### src/rtl/fifo_write_arbiter.sv
// fifo_write_arbiter: packet-granular round-robin arbiter sharing one fifo
// write port among NUM_REQ producers, with fifo backpressure.
//
// Ports:
//   clk_in, rst_n_in          clock, async active-low reset
//   req_valid_in/last_in      per-requester beat valid / last beat
//   req_data_in               requester i at [i*DATA_WIDTH +: DATA_WIDTH]
//   req_ready_out             beat accepted on valid & ready
//   fifo_full_in              fifo full flag
//   fifo_valid_out/data_out   fifo write strobe / write data
//   grant_out, busy_out       current owner, transfer in progress
//   pkt_count_out             completed packets (wraps)
//   overrun_err_out           sticky: packet exceeded MAX_PKT_BEATS
module fifo_write_arbiter #(
  parameter int NUM_REQ       = 4,
  parameter int DATA_WIDTH    = 64,
  parameter int MAX_PKT_BEATS = 16
) (
  input  logic                          clk_in,
  input  logic                          rst_n_in,
  input  logic [NUM_REQ-1:0]            req_valid_in,
  input  logic [NUM_REQ-1:0]            req_last_in,
  input  logic [NUM_REQ*DATA_WIDTH-1:0] req_data_in,
  output logic [NUM_REQ-1:0]            req_ready_out,
  input  logic                          fifo_full_in,
  output logic                          fifo_valid_out,
  output logic [DATA_WIDTH-1:0]         fifo_data_out,
  output logic [$clog2(NUM_REQ)-1:0]    grant_out,
  output logic                          busy_out,
  output logic [15:0]                   pkt_count_out,
  output logic                          overrun_err_out
);

  localparam int GW = $clog2(NUM_REQ);
  localparam int BW = $clog2(MAX_PKT_BEATS + 1);

  typedef enum logic {
    IDLE = 1'b0,
    XFER = 1'b1
  } state_t;

  state_t          state_q, state_d;
  logic [GW-1:0]   grant_q, grant_d;
  logic [GW-1:0]   rr_q, rr_d;
  logic [GW-1:0]   win, cand;
  logic [BW-1:0]   beat_q, beat_d;
  logic [15:0]     pkt_cnt_q, pkt_cnt_d;
  logic            ovr_q, ovr_d;
  logic            busy, acc;

  // Search from rr_q+1 upward; descending loop so the
  // nearest valid requester is written last and wins.
  always_comb begin
    win  = '0;
    cand = '0;
    for (int k = NUM_REQ; k >= 1; k--) begin
      cand = GW'((int'(rr_q) + k) % NUM_REQ);
      if (req_valid_in[cand]) win = cand;
    end
  end

  always_comb begin
    busy          = (state_q == XFER);
    req_ready_out = '0;
    if (busy && !fifo_full_in)
      req_ready_out[grant_q] = 1'b1;
    acc = busy && !fifo_full_in
        && req_valid_in[grant_q];
  end

  always_comb begin
    fifo_data_out = '0;
    for (int i = 0; i < NUM_REQ; i++)
      if (grant_q == GW'(i))
        fifo_data_out =
          req_data_in[i*DATA_WIDTH +: DATA_WIDTH];
  end

  always_comb begin
    state_d   = state_q;
    grant_d   = grant_q;
    rr_d      = rr_q;
    beat_d    = beat_q;
    pkt_cnt_d = pkt_cnt_q;
    ovr_d     = ovr_q;
    unique case (1'b1)
      (state_q == IDLE): begin
        if (|req_valid_in) begin
          grant_d = win;
          beat_d  = '0;
          state_d = XFER;
        end
      end
      (state_q == XFER): begin
        if (acc) begin
          beat_d = beat_q + BW'(1);
          if (req_last_in[grant_q]) begin
            pkt_cnt_d = pkt_cnt_q + 16'd1;
            rr_d      = grant_q;
            state_d   = IDLE;
          end else if (beat_q ==
                       BW'(MAX_PKT_BEATS - 1)) begin
            // Runaway packet: release the port
            // without counting it as completed.
            ovr_d   = 1'b1;
            rr_d    = grant_q;
            state_d = IDLE;
          end
        end
      end
      default: state_d = IDLE;
    endcase
  end

  always_ff @(posedge clk_in or negedge rst_n_in) begin
    if (!rst_n_in) begin
      state_q   <= IDLE;
      grant_q   <= '0;
      rr_q      <= GW'(NUM_REQ - 1);
      beat_q    <= '0;
      pkt_cnt_q <= '0;
      ovr_q     <= 1'b0;
    end else begin
      state_q   <= state_d;
      grant_q   <= grant_d;
      rr_q      <= rr_d;
      beat_q    <= beat_d;
      pkt_cnt_q <= pkt_cnt_d;
      ovr_q     <= ovr_d;
    end
  end

  assign fifo_valid_out  = acc;
  assign grant_out       = grant_q;
  assign busy_out        = busy;
  assign pkt_count_out   = pkt_cnt_q;
  assign overrun_err_out = ovr_q;

endmodule

### config.mk
export PLATFORM = sky130hd
export DESIGN_NAME = fifo_write_arbiter
export DESIGN_NICKNAME = d
export VERILOG_FILES = /design/src/rtl/fifo_write_arbiter.sv
export SDC_FILE = /design/constraint.sdc
export NUM_CORES = 1
export LEC_CHECK = 0
export BUFFER_PORTS_ARGS = -buffer_cell sky130_fd_sc_hd__buf_2
export CAP_MARGIN = 10
export CORE_AREA = 8 8 131 133
export CTS_CLUSTER_SIZE = 30
export DETAILED_ROUTE_END_ITERATION = 8
export DIE_AREA = 0 0 139 141
export HOLD_SLACK_MARGIN = 0.12
export RECOVER_POWER = 100
export SYNTH_ARGS = -nofsm -noshare
export SYNTH_HDL_FRONTEND = slang
export SYNTH_SLANG_ARGS = --single-unit
### constraint.sdc
create_clock -name clk_in -period 3 [get_ports clk_in]
set_clock_uncertainty 0.15 [all_clocks]
set_input_delay 0 -clock clk_in [delete_from_list [all_inputs] [get_ports clk_in]]
set_output_delay 0 -clock clk_in [all_outputs]
set_load 0.005 [all_outputs]
==> impl_metrics.csv, run 1 <==
group,metric,value,unit
outcome,outcome,"finished clean",
global_route,grt_use_total,0.1716,
clock_network,clock_latency,0.26,ns
worst_setup_path,regToRegSetupSlack,0.61,ns
layout,multi_input_area,2090,um2
placed_design,globalplace.congestion,0.9384,
placed_design,port_buffers,355,
worst_hold_path,hold_class,"in -> reg",
global_route,grt_pass1_vias,3881,
layout,num-fill-cells,1653,
worst_setup_path,cp.arrival,2.43,ns
job,drv_cap,0,
worst_setup_path,worst_r2r_endpoint,"pkt_count_out[11]",
logic_synthesis,synth_cells,212,
route,drc,0,
logic_synthesis,syn-num-nets,482,
clock_network,post_cts_buffers,0,
power_and_ir_drop,peakVddDrop,0.0002770,V
power_and_ir_drop,p_per_area,661.9,nW/um2
timing,setup_viol,0,
worst_hold_path,hold_depth,5,
die,die-width,139,um
route,wl,18190,um
die,core,14980,um2
timing,max_freq,418.3,MHz
timing,worst_pin_slew,1.453,ns
logic_synthesis,seq_area_frac_synth,0.2321,
route,vias_per_cell,4.752,
die,dieHeight,141,um
placed_design,dp_hpwl,16420,um
die,die-area,19600,um2
worst_setup_path,path_class,"reg -> reg",
layout,regArea,683.2,um2
timing,slew_headroom,0.03144,
die,ios,356,
logic_synthesis,ys_types,37,
die,row_count,45,
route,first_iter_violations,223,
worst_setup_path,end_kind,"flip-flop",
global_route,antenna_found_initial,13,
worst_setup_path,worst_ep_required_time,3.04,ns
route,firstDrtPassIters,4,
timing,period_share,0.7968,
die,start_util,0.1951,
global_route,grt_max_degree,37,
worst_setup_path,path_max_fanout,15,
clock_network,cts.sinks,27,
worst_setup_path,reg2regPathDepth,5,
clock_network,root_buffer,"clkbuf_16",
timing,finalHoldViolations,0,
placed_design,place_inst,741,
worst_hold_path,hold_end,"grant_out[0]",
layout,fin_util,0.3277,
worst_setup_path,start_kind,"flip-flop",
logic_synthesis,yosys_warnings,0,
logic_synthesis,synthesis.area,2922,um2
power_and_ir_drop,power.static_leakage,2.306,nW
timing,fin_crit,2.390,ns
layout,drive_gt1_frac,0.6323,
timing,drv_slew,0,
clock_network,cts-htree-levels,1,
global_route,grt-ovfl-total,0,
layout,syn2layout_area_growth,67.97,%
logic_synthesis,avgSynthCellArea,13.78,um2
worst_setup_path,timing.rr.start,"grant_out[0]",
route,antenna_left,0,
timing,rsz0062_at_grt,"no",
layout,stdcell_count,762,
clock_network,clockBufferDepth,2,
logic_synthesis,synth_seq_cells,27,
clock_network,cts_tree,"done",
timing,setup_tns,0,ns
global_route,grt_pass1_wl,25350,um
clock_network,path_clk_slew,0.07,ns
power_and_ir_drop,power,3.248,mW
layout,nets,834,
worst_hold_path,worstHoldStart,"req_valid_in[1]",
route,wire_per_inst,23.87,um
clock_network,cts_buffers,3,
route,via_count,3621,
synth_stat cells:
cell type | count | share of area
nand3_1 | 6 | 0.010
o21ai_0 | 3 | 0.0051
a2111o_1 | 1 | 0.0039
and3_1 | 3 | 0.0064
buf_1 | 1 | 0.0013
dfrtp_1 | 25 | 0.21
or2_2 | 1 | 0.0021
xnor2_1 | 6 | 0.018
ha_1 | 3 | 0.013
buf_4 | 1 | 0.0026
a22o_1 | 1 | 0.0030
clkbuf_1 | 7 | 0.0090
nor4_2 | 1 | 0.0043
or3b_4 | 1 | 0.0039
and2_1 | 1 | 0.0021
xor2_1 | 11 | 0.033
nand3b_1 | 1 | 0.0026
nand4_1 | 3 | 0.0064
nand4_2 | 1 | 0.0043
a21oi_1 | 4 | 0.0069
inv_1 | 7 | 0.0090
mux4_2 | 65 | 0.50
mux2i_1 | 4 | 0.014
dfstp_2 | 2 | 0.018
nor3_2 | 3 | 0.010
buf_2 | 9 | 0.015
mux2_2 | 3 | 0.012
a41o_1 | 1 | 0.0034
o22ai_4 | 1 | 0.0069
nand4_4 | 1 | 0.0073
o21a_1 | 1 | 0.0026
o221ai_1 | 1 | 0.0030
nor2_1 | 16 | 0.021
nand2b_1 | 2 | 0.0043
nor2b_1 | 1 | 0.0021
nor4_1 | 1 | 0.0021
nand2_1 | 13 | 0.017
cell type report:
type | instances | share of cell area
inverter | 7 | 0.005354
sequential | 27 | 0.1392
timing repair buffer | 365 | 0.3600
clock buffer | 4 | 0.01606
antenna | 11 | 0.005609
tap | 188 | 0.04793
multi-input combinational | 160 | 0.4258
metal layers:
layer | wire (um) | vias up | global-route usage | part of all wire
met5 | 46 | - | 0 | 0.0025
li1 | - | 1586 | - | -
met3 | 1718 | 37 | 0.05706 | 0.094
met2 | 9440 | 220 | 0.3053 | 0.52
met4 | 539 | 8 | 0.06586 | 0.030
met1 | 6445 | 1770 | 0.1865 | 0.35
cells by family after synthesis:
family | share of synthesized area
AND/OR/NAND/NOR | 0.1058
adder cells (fa/ha/maj) | 0.01285
buffers and inverters | 0.03726
multiplexers | 0.5263
AO/OA/AOI/OAI | 0.03469
XOR/XNOR | 0.05096
flip-flops | 0.2321
how the worst max path moves through the flow:
stage,endpoint,slack (ns),startpoint,depth (start not counted)
2_1_floorplan,rr_q[0],1.12,grant_out[0],5
3_3_place_gp,pkt_count_out[12],0.80,grant_out[0],5
3_5_place_dp,pkt_count_out[8],0.75,grant_out[0],5
4_1_cts,fifo_data_out[63],0.72,grant_out[0],3
5_1_grt,pkt_count_out[11],0.42,grant_out[0],5
6_report,pkt_count_out[11],0.61,grant_out[0],5
registers in the layout, summed over array words and instances, names as in the netlist:
name / count
pkt_count_out: 16
grant_out: 2
overrun_err_out: 1
beat_q: 5
busy_out: 1
rr_q: 2
power breakdown:
group | leakage, nW | internal, mW | switching, mW
registers | 0.340 | 0.462 | 0.0950
clock network | 0.0382 | 0.182 | 0.118
logic | 1.93 | 1.24 | 1.15
total | 2.31 | 1.88 | 1.37
stage by stage:
| step | hold WS (ns) | cell area [um2] | setup WS, ns |
|---|---|---|---|
| CTS | 0.1575 | 5025 | 0.7204 |
| global placement | -0.1034 | 4886 | 0.7996 |
| global route | 0.1894 | 4905 | 0.4199 |
| finish | 0.1669 | 4907 | 0.6096 |
| floorplan | -0.4456 | 2922 | 1.122 |
| detailed placement | -0.09640 | 4886 | 0.7488 |
placed cells by master (no fill, tap or decap), drive strengths merged, types with 2 or more instances in the layout:
master / n
mux4: 65
ha: 3
nand2: 13
dfrtp: 25
dfstp: 2
nor2: 16
a21oi: 4
and3: 3
dlygate4sd3: 6
o21ai: 3
nor4: 2
xnor2: 6
buf: 279
nor3: 3
nand3: 6
mux2: 3
xor2: 11
diode: 11
clkbuf: 84
nand4: 5
mux2i: 4
inv: 7
nand2b: 2
critical path, stage by stage, from the launching register on:
cell	delay, ns
dfrtp_4	0.50
or3b_1	0.44
o22ai_4	0.38
nand4_1	0.36
nor4_1	0.32
xor2_1	0.17
repair_timing:
action / in CTS / in global routing
hold endpoints to repair: 31 / 0
gates resized for setup: 0 / 0
endpoints found under the setup margin: 0 / 0
hold buffers: 6 / 0
Note: power is estimated with default switching activity, not from simulation.
==> run 2, diff against run 1 <==
==> constraint.sdc (replaced) <==
create_clock -name clk_in -period 2.1 [get_ports clk_in]
set_clock_uncertainty 0.15 [all_clocks]
set_input_delay 0 -clock clk_in [delete_from_list [all_inputs] [get_ports clk_in]]
set_output_delay 0 -clock clk_in [all_outputs]
set_load 0.005 [all_outputs]
==> impl_metrics.csv, run 2 (synthesis results as in run 1) <==
group,metric,value,unit
power_and_ir_drop,pwr-share-comb,0.742,
die,ios,356,
worst_setup_path,crit_slowest_cell,"dlygate4sd3_1",
layout,fin_area,5005,um2
die,core,14980,um2
worst_setup_path,regToRegSetupSlack,0.11,ns
timing,finalHoldViolations,0,
placed_design,place_area,4913,um2
timing,max_freq,501.5,MHz
die,die-area,19600,um2
global_route,grt-ovfl-total,0,
layout,largest_register_ff_count,16,
route,drc,0,
worst_setup_path,endpoint,"grant_out[1]",
route,vias_per_cell,4.717,
die,dieHeight,141,um
worst_setup_path,crit_start,"rr_q[0]",
power_and_ir_drop,p_sw,1.981,mW
timing,rsz0062_at_grt,"no",
clock_network,cts_tree,"done",
clock_network,cts-htree-levels,1,
layout,drive_gt1_frac,0.6537,
power_and_ir_drop,peakVddDrop,0.0004538,V
global_route,grt_max_degree,40,
timing,period_share,0.9495,
worst_setup_path,path_class,"reg -> reg",
route,first_iter_violations,208,
worst_setup_path,start_kind,"flip-flop",
clock_network,cts.sinks,27,
layout,final_cell_mix,"283 x buf_2, 73 x clkbuf_1, 65 x mux4_2",
timing,drv_slew,0,
worst_setup_path,timing.rr.start,"rr_q[0]",
worst_setup_path,worst_ep_required_time,2.13,ns
power_and_ir_drop,intPower,2.782,mW
worst_setup_path,critical_path.cell_chain,"nand2b_1, a22o_1, dlygate4sd3_1, a2111o_1, o21ai_0",
global_route,grt_use_total,0.1762,
power_and_ir_drop,p_seq_frac,0.170,
timing,fin_crit,1.994,ns
global_route,grt_pass1_vias,3921,
worst_setup_path,end_kind,"flip-flop",
die,die-width,139,um
clock_network,clockBufferDepth,2,
outcome,outcome,"finished clean",
route,antenna_left,0,
worst_setup_path,reg2regPathDepth,5,
worst_setup_path,cpPeakStageDelay,0.57,ns
power_and_ir_drop,swShare,0.4159,
global_route,antenna_found_initial,14,
clock_network,root_buffer,"clkbuf_16",
power_and_ir_drop,p_per_area,951.7,nW/um2
placed_design,dp_hpwl,16670,um
route,firstDrtPassIters,4,
placed_design,port_buffers,355,
route,wire_per_inst,24.29,um
layout,nets,837,
job,drv_cap,0,
power_and_ir_drop,power.static_leakage,2.370,nW
worst_setup_path,worst_r2r_endpoint,"grant_out[1]",
layout,syn2layout_area_growth,71.31,%
power_and_ir_drop,power_frac_clock,0.088,
route,via_count,3604,
power_and_ir_drop,power,4.763,mW
timing,setup_viol,0,
clock_network,clock_latency,0.25,ns
die,start_util,0.1951,
global_route,grt_pass1_wl,26100,um
clock_network,path_clk_slew,0.06,ns
timing,worst_pin_slew,0.5984,ns
die,row_count,45,
worst_setup_path,path_max_fanout,5,
layout,stdcell_count,764,
layout,final_common_cell,"buf_2",
placed_design,place_inst,743,
clock_network,cts_buffers,3,
timing,slew_headroom,0.6011,
worst_setup_path,cp.arrival,2.02,ns
worst_hold_path,hold_class,"in -> async",
placed_design,globalplace.congestion,0.9402,
route,wl,18560,um
==> run 2: cell count changes in the layout (fill, tap and decap cells not counted), moves of 2 or more <==
cell / before / now
nand4_1: 5 / 3
buf_12: 0 / 2
nand4_4: 0 / 2
buf_2: 275 / 283
clkbuf_1: 81 / 73
==> run 2: layer usage <==
metal	GRT usage	part of all wire
met2	0.3156	0.52
met4	0.05777	0.026
met5	0	0.0026
met3	0.06009	0.078
met1	0.1922	0.38
==> run 2: timing repair <==
action | 4_1_cts | 5_1_grt
pin swaps | 0 | 1
hold endpoints to repair | 29 | 0
setup endpoints to repair | 32 | 23
hold buffers | 6 | 0
buffers inserted | 0 | 1
resized for setup | 2 | 2
==> run 2: cell type report <==
type | instances | area (um2)
diodes | 10 | 25.02
multi-input cells | 160 | 2128
inverters | 7 | 26.28
repair buffers | 368 | 1829
flip-flops and latches | 27 | 681.9
clock buffers | 4 | 78.83
well taps | 188 | 235.2
fillers | 1576 | 9972
==> run 2: worst min-delay path by stage <==
stage / from / end / slack, ns / cells past startpoint
6_report: rst_n_in / pkt_count_out[13] / 0.13 / 2
4_1_cts: rst_n_in / overrun_err_out / 0.15 / 2
2_1_floorplan: rst_n_in / beat_q[0] / -0.45 / 0
3_5_place_dp: rst_n_in / pkt_count_out[13] / -0.1 / 1
5_1_grt: rst_n_in / pkt_count_out[13] / 0.19 / 2
3_3_place_gp: rst_n_in / pkt_count_out[13] / -0.10 / 1
==> run 2: power by group through the flow <==
stage	sequential (mW)	clock, mW	combinational [mW]
floorplan	0.763	0	2.21
global placement	0.809	0	3.65
detailed placement	0.813	0	3.68
CTS	0.808	0.434	3.72
global route	0.828	0.463	3.84
finish	0.808	0.422	3.53
==> run 2: worst max-delay path, delay by kind of cell, from the launching register on <==
| kind | cells | cell delay, ns |
|---|---|---|
| AOI/OAI and AO/OA | 3 | 0.67 |
| and+or+nand+nor | 1 | 0.14 |
| DFF | 1 | 0.39 |
| buffers and inverters | 1 | 0.57 |
==> run 2: through the flow <==
| step | setup WS [ns] | hold slack, ns | util | TNS (ns) |
|---|---|---|---|---|
| floorplan | 0.2221 | -0.4456 | - | 0 |
| global placement | 0.05022 | -0.1044 | 0.3281 | 0 |
| detailed placement | -0.004010 | -0.09951 | 0.3281 | -0.004010 |
| CTS | 0.01755 | 0.1532 | 0.3382 | 0 |
| global route | 0.01800 | 0.1945 | 0.3342 | 0 |
| finish | 0.1061 | 0.1328 | 0.3342 | 0 |
